==> src/rtl/dmem_port_arbiter.sv <==
// dmem_port_arbiter: shares one data-memory port between the CPU load/store
// path (port 0) and the UART DMA engine (port 1). Every access runs a fixed
// IDLE -> ISSUE -> WAIT (MEM_LAT cycles) -> RESP sequence, so that slower
// memories can be used by raising MEM_LAT. Port 1 may hold the port across
// back-to-back accesses with m1_lock. After MAX_BURST such grants, a waiting
// port 0 gets one access in.
//
// Build option: define DMEM_ARB_ROUND_ROBIN_EN to give a tie to the port that
// did not own the previous access. Leave it undefined for fixed priority, where
// port 0 wins every tie. The lock and the burst cap apply in both builds.
//
// Handshake: a master raises mN_req with mN_wr/mN_addr/mN_wdata valid and holds
// them until mN_ack pulses for exactly one cycle. The request fields are
// captured at grant and ignored after that. The shared rdata register is valid
// in the ack cycle. A req still high in the IDLE cycle after ack is taken as a
// new request.
//
// state_dbg exposes the FSM state: 0 IDLE, 1 ISSUE, 2 WAIT, 3 RESP.
module dmem_port_arbiter #(
  parameter int ADDR_W    = 32,
  parameter int DATA_W    = 32,
  parameter int MEM_LAT   = 1,
  parameter int MAX_BURST = 4
) (
  input  logic              sysclk,
  input  logic              reset,
  input  logic              m0_req,
  input  logic              m0_wr,
  input  logic [ADDR_W-1:0] m0_addr,
  input  logic [DATA_W-1:0] m0_wdata,
  input  logic              m1_req,
  input  logic              m1_wr,
  input  logic [ADDR_W-1:0] m1_addr,
  input  logic [DATA_W-1:0] m1_wdata,
  input  logic              m1_lock,
  output logic              m0_ack,
  output logic              m1_ack,
  output logic [DATA_W-1:0] m0_rdata,
  output logic [DATA_W-1:0] m1_rdata,
  output logic              mem_rd,
  output logic              mem_wr,
  output logic [ADDR_W-1:0] mem_addr,
  output logic [DATA_W-1:0] mem_wdata,
  input  logic [DATA_W-1:0] mem_rdata,
  output logic              owner,
  output logic              busy,
  output logic [1:0]        state_dbg
);

`ifdef DMEM_ARB_ROUND_ROBIN_EN
  localparam bit RR_EN = 1'b1;
`else
  localparam bit RR_EN = 1'b0;
`endif

  // Index of the last WAIT cycle; unused when MEM_LAT is 0.
  localparam logic [1:0] LAT_LAST = 2'((MEM_LAT == 0) ? 0 : MEM_LAT - 1);
  localparam logic [3:0] MAX_B    = 4'(MAX_BURST);

  typedef enum logic [1:0] {
    IDLE  = 2'd0,
    ISSUE = 2'd1,
    WAIT  = 2'd2,
    RESP  = 2'd3
  } state_t;

  state_t            state_q, state_d;
  logic [1:0]        wait_cnt_q;
  logic              cap_wr_q;    // captured direction of the access in flight
  logic [DATA_W-1:0] rdata_q;
  logic [3:0]        burst_q;     // consecutive locked port-1 grants
  logic              rr_q;        // port that wins the next tie
  logic              locked;
  logic              cap_hit;
  logic              grant_any;
  logic              grant_port;
  logic              grant_wr;
  logic [ADDR_W-1:0] grant_addr;
  logic [DATA_W-1:0] grant_wdata;
  logic              access_done;

  assign state_dbg   = state_q;
  assign m0_rdata    = rdata_q;
  assign m1_rdata    = rdata_q;
  assign grant_wr    = grant_port ? m1_wr    : m0_wr;
  assign grant_addr  = grant_port ? m1_addr  : m0_addr;
  assign grant_wdata = grant_port ? m1_wdata : m0_wdata;
  // Final edge of ISSUE/WAIT: read data is sampled and ack is raised here.
  assign access_done = (state_d == RESP);

  // State register.
  always_ff @(posedge sysclk or negedge reset) begin
    if (!reset) state_q <= IDLE;
    else        state_q <= state_d;
  end

  // Next-state logic for the fixed issue/wait/respond sequence.
  always_comb begin
    state_d = state_q;
    case (state_q)
      IDLE:    if (grant_any) state_d = ISSUE;
      ISSUE:   state_d = (MEM_LAT == 0) ? RESP : WAIT;
      WAIT:    if (wait_cnt_q == LAT_LAST) state_d = RESP;
      RESP:    state_d = IDLE;
      default: state_d = IDLE;
    endcase
  end

  // Arbitration: lock (with burst cap), then tie-break, then the single requester.
  always_comb begin
    grant_port = 1'b0;
    locked     = owner & m1_lock & m1_req;
    cap_hit    = (burst_q == MAX_B) & m0_req;
    grant_any  = m0_req | m1_req;
    if (locked)               grant_port = ~cap_hit;
    else if (m0_req & m1_req) grant_port = RR_EN ? rr_q : 1'b0;
    else                      grant_port = m1_req;
  end

  // Access datapath: capture at grant, drive the memory strobes, sample, and ack.
  always_ff @(posedge sysclk or negedge reset) begin
    if (!reset) begin
      mem_rd     <= 1'b0;
      mem_wr     <= 1'b0;
      mem_addr   <= '0;
      mem_wdata  <= '0;
      cap_wr_q   <= 1'b0;
      owner      <= 1'b0;
      m0_ack     <= 1'b0;
      m1_ack     <= 1'b0;
      rdata_q    <= '0;
      busy       <= 1'b0;
      wait_cnt_q <= '0;
    end else begin
      m0_ack <= 1'b0;
      m1_ack <= 1'b0;
      busy   <= (state_d != IDLE);
      case (state_q)
        IDLE: begin
          if (grant_any) begin
            owner     <= grant_port;
            cap_wr_q  <= grant_wr;
            mem_addr  <= grant_addr;
            mem_wdata <= grant_wdata;
            mem_wr    <= grant_wr;
            mem_rd    <= ~grant_wr;
          end
        end
        ISSUE: begin
          mem_wr     <= 1'b0;
          wait_cnt_q <= '0;
        end
        WAIT:    wait_cnt_q <= wait_cnt_q + 2'd1;
        default: ;
      endcase
      if (access_done) begin
        mem_rd <= 1'b0;
        if (!cap_wr_q) rdata_q <= mem_rdata;
        m0_ack <= ~owner;
        m1_ack <= owner;
      end
    end
  end

  // Burst counter and round-robin pointer, both updated on each grant.
  always_ff @(posedge sysclk or negedge reset) begin
    if (!reset) begin
      burst_q <= '0;
      rr_q    <= 1'b0;
    end else if (state_q == IDLE && grant_any) begin
      rr_q <= ~grant_port;
      if (grant_port && m1_lock) begin
        if (!locked)               burst_q <= 4'd1;
        else if (burst_q != MAX_B) burst_q <= burst_q + 4'd1;
      end else begin
        burst_q <= '0;
      end
    end else if (!m1_lock) begin
      burst_q <= '0;
    end
  end

endmodule
==> config.mk <==
export PLATFORM = sky130hd
export DESIGN_NAME = dmem_port_arbiter
export DESIGN_NICKNAME = d
export VERILOG_FILES = /design/src/rtl/dmem_port_arbiter.sv
export SDC_FILE = /design/constraint.sdc
export NUM_CORES = 1
export LEC_CHECK = 0
export ABC_AREA = 1
export CORE_MARGIN = 4
export CORE_UTILIZATION = 42
export CTS_CLUSTER_SIZE = 14
export DETAILED_ROUTE_END_ITERATION = 8
export PLACE_DENSITY = 0.9
export SYNTH_ARGS = -nofsm -noshare
export SYNTH_HDL_FRONTEND = slang
export SYNTH_SLANG_ARGS = --single-unit
export TNS_END_PERCENT = 10
==> constraint.sdc <==
create_clock -name sysclk -period 4.5 [get_ports sysclk]
set_input_delay 0.9 -clock sysclk [delete_from_list [all_inputs] [get_ports sysclk]]
set_output_delay 0.9 -clock sysclk [all_outputs]
set_load 0.05 [all_outputs]
==> results by group <==
Detailed routing
  • Via/cell ratio: 5.186
  • Initial drt markers: 438
  • M1 wire length: 7190 microns
  • Post-DRT Antenna Nets: 0
  • Total wire length: 18070 microns
  • WL met3: 1438 microns
  • DR vias: 5419
  • Drt pass-1 iters: 5
  • Highest routed metal layer: met4
  • DRC violations left: 0
  • Avg WL per Cell: 17.29 microns
  • Wire length on met2: 9073 microns

Critical path
  • Nature of the critical path startpoint: input port
  • CP required: 4.73 ns
  • CP max-delay cell: nand3_1
  • R2r startpoint: state_dbg[0]
  • Max stage delay on crit path: 0.86 ns
  • Setup CP Type: in2reg
  • Reg2Reg Capture Point: m0_rdata[7]
  • WP data arrival: 3.12 ns
  • Register-to-Register Path Depth: 6
  • Cell Chain, Critical Path: clkdlybuf4s50_1 -> nor2_1 -> nand2_1 -> nand2_1 -> o21ai_2 -> nand3_1 -> nand2_1 -> nand2_1
  • CP most frequent cell: nand2_1
  • CP Capture Type: flip-flop
  • CP Max Fanout: 32
  • Critical Path Start: m1_req
  • Register-to-register setup slack: 1.89 ns

Pwr
  • Logic pwr share: 65.9%
  • Cell Pwr Density: 868.4 nW/um^2
  • NetSw: 4.009 mW
  • Internal: 3.389 mW
  • Switch share: 54.19%
  • Leakage power: 3.673 nW
  • Worst VDD drop: 0.5750 mV
  • Clock network fraction of design power: 10.1%
  • Sequential Power Share: 24.0%

Run
  • Max-cap violations: 0

Timing
  • Setup ws final: 1.602 ns
  • Hold Violations, Final: 0
  • Worst Skew: 0.008236 ns
  • Post-Route Setup TNS: 0 ns
  • Final Max Slew Viols: 0
  • Post-route minimum period: 2.898 ns
  • RSZ-0062 raised after global routing: no
  • Final period util: 64.39%
  • F_max: 0.3451 GHz
  • Worst slew pin tran: 1.205 ns
  • Rel. slew slack: 19.41%
  • Final setup viols: 0

Cells and area
  • Layout cells sized above 1: 5.269%
  • FILL cells: 967
  • Ant. Diodes: 0
  • Reg area: 2778 sq um
  • Final net count: 1043
  • Area growth from synthesis to layout: 58.42%
  • Footprint of the multi-input gates: 2082 sq um

Clocking
  • Num CTS Buffers: 9
  • Clk Latency, worst-skew pair: 0.34 ns
  • Worst-path clk slew: 0.08 ns
  • CTS sink cnt: 111
  • CTS Root Cell: clkbuf_16
  • Htree depth: 3
  • CTS tree: done
  • Hold-fix buffers at CTS: 0
  • Setup bufs post-CTS: 0
  • Worst-case clock buffer depth: 2
  • Cts repair resizes: 0

Synthesis
  • Post-Syn Nets: 799
  • Post-synth top area share: 51.65%
  • Seq/Total Area, Yosys: 51.65%
  • Syn_area_per_cell: 8.604 sq um
  • Post-synthesis cell count: 625
  • Synth area leader: dfrtp_1
  • Commonest cells post-synth: 120 x a21oi_1, 111 x dfrtp_1, 83 x nand2_1, 74 x nand3_1, 72 x nor2_1
  • Netlist cell types: 27
  • Post-synth ARST share: 100.0%
  • Post-synth EDFFs: 0
  • Most common cell in the netlist: a21oi_1
  • Ys flop type: dfrtp_1
  • Area contributors post-synth: dfrtp_1 52%, a21oi_1 11%, nand3_1 6.9%
  • Warning count from the yosys run: 0
  • Mapped Area: 5378 sq um
  • #FFs+latches synth: 111

Placement
  • Routability Congestion: 0.8332
  • Post-DP HPWL: 12780 microns
  • DP Worst Slack: 1.260 ns
  • I/O Buffers: 302

Global routing
  • First-pass GRT wire length: 27860 microns
  • Pin count of the biggest net entering global routing: 71
  • Vias in the first global route: 5336
  • Total congestion overflow: 0
  • Total track usage: 23.66%
  • Antenna violations before repair: 0

Die
  • Starting density of the core: 42.79%
  • I/O pin count: 303
  • Full die area: 14680 sq um
  • Die width: 121.2 microns
  • Chip height: 121.2 microns
  • Area of the core: 12570 sq um
  • FP Rows: 41

Worst hold path
  • Hold path startpoint: m0_rdata[14]
  • Worst Hold Path EP: m0_rdata[14]
  • Worst min path class: reg2reg
  • Hold depth: 2

Outcome
  • Status: finished, final reports clean
[power by group through the flow]
stage | combinational, mW | clock [mW] | sequential, mW
floorplan | 1.82 | 0 | 3.31
global placement | 4.83 | 0 | 1.77
detailed placement | 4.89 | 0 | 1.79
CTS | 4.90 | 0.761 | 1.77
global route | 5.15 | 0.800 | 1.83
finish | 4.88 | 0.749 | 1.77
[placed cells by master (no fill, tap or decap)]
| cell type | n |
|---|---|
| clkdlybuf4s50_1 | 301 |
| a21oi_1 | 120 |
| dfrtp_1 | 111 |
| nand2_1 | 82 |
| nand3_1 | 74 |
| nor2_1 | 72 |
| nand4_1 | 35 |
| inv_1 | 13 |
| buf_4 | 11 |
| a21oi_2 | 10 |
| clkbuf_16 | 9 |
| o21ai_0 | 7 |
| ha_1 | 7 |
| nand2_2 | 3 |
| nor2_4 | 2 |
| xor2_1 | 2 |
| clkinv_2 | 2 |
| clkinvlp_4 | 2 |
| o21ai_2 | 1 |
| or2_2 | 1 |
| clkinv_1 | 1 |
| inv_2 | 1 |
| o21ai_4 | 1 |
| o211ai_1 | 1 |
| o22ai_1 | 1 |
| inv_6 | 1 |
| clkbuf_8 | 1 |
| buf_12 | 1 |
[layout make-up]
cell class	instances	share of cell area, %
flip-flops and latches	111	32.60
repair buffers	313	36.57
clock buffers	10	2.805
clock inverters	5	0.3965
inverters	15	0.6609
well taps	172	2.526
multi-input cells	419	24.44
[critical path, delay by kind of cell]
family | cells | cell delay, ns
simple gates | 6 | 1.53
buf+inv | 1 | 0.63
compound gates | 1 | 0.06
[sequential cells by signal (all words and copies together) (netlist names)]
register	cells
state_dbg	2
cap_wr_q	1
mem_addr	32
mem_rd	1
busy	1
owner	1
mem_wdata	32
mem_wr	1
m1_ack	1
m0_rdata	32
wait_cnt_q	2
burst_q	4
m0_ack	1
[how the worst max path moves through the flow]
stage | to | slack (ns) | cells after the start
after global routing | m0_rdata[10] | 1.42 | 8
after CTS | m0_rdata[7] | 1.62 | 8
after detailed placement | m0_rdata[7] | 1.26 | 8
after floorplan | m0_rdata[10] | 2.54 | 6
final | m0_rdata[7] | 1.60 | 8
after global placement | m0_rdata[0] | 1.33 | 8
[through the flow]
step | area (sq um) | instances | utilization, % | hold WS [ns] | total power, mW
floorplan | 5378 | 625 | - | 0.4714 | 5.128
global placement | 8247 | 1030 | 65.61 | 0.4806 | 6.597
detailed placement | 8247 | 1030 | 65.61 | 0.4896 | 6.674
CTS | 8519 | 1045 | 67.79 | 0.5077 | 7.429
global route | 8519 | 1045 | 67.79 | 0.5287 | 7.775
finish | 8519 | 1045 | 67.79 | 0.5099 | 7.398
[routing by layer]
layer / vias up / GRT usage, %
met5: - / 0
met4: 0 / 6.933
met3: 27 / 5.688
met2: 242 / 40.99
met1: 2564 / 29.40
li1: 2586 / -
[kinds of logic (layout without fill, tap and decap cells)]
kind of cell,count (synthesis),in the layout,synth area share [%]
xor+xnor,2,2,0.3258
fa+ha+maj,7,7,1.629
buf+inv,95,343,9.981
flops,111,111,51.65
compound gates,141,141,13.96
simple gates,269,269,22.45
Note: power is estimated with default switching activity, not from simulation.
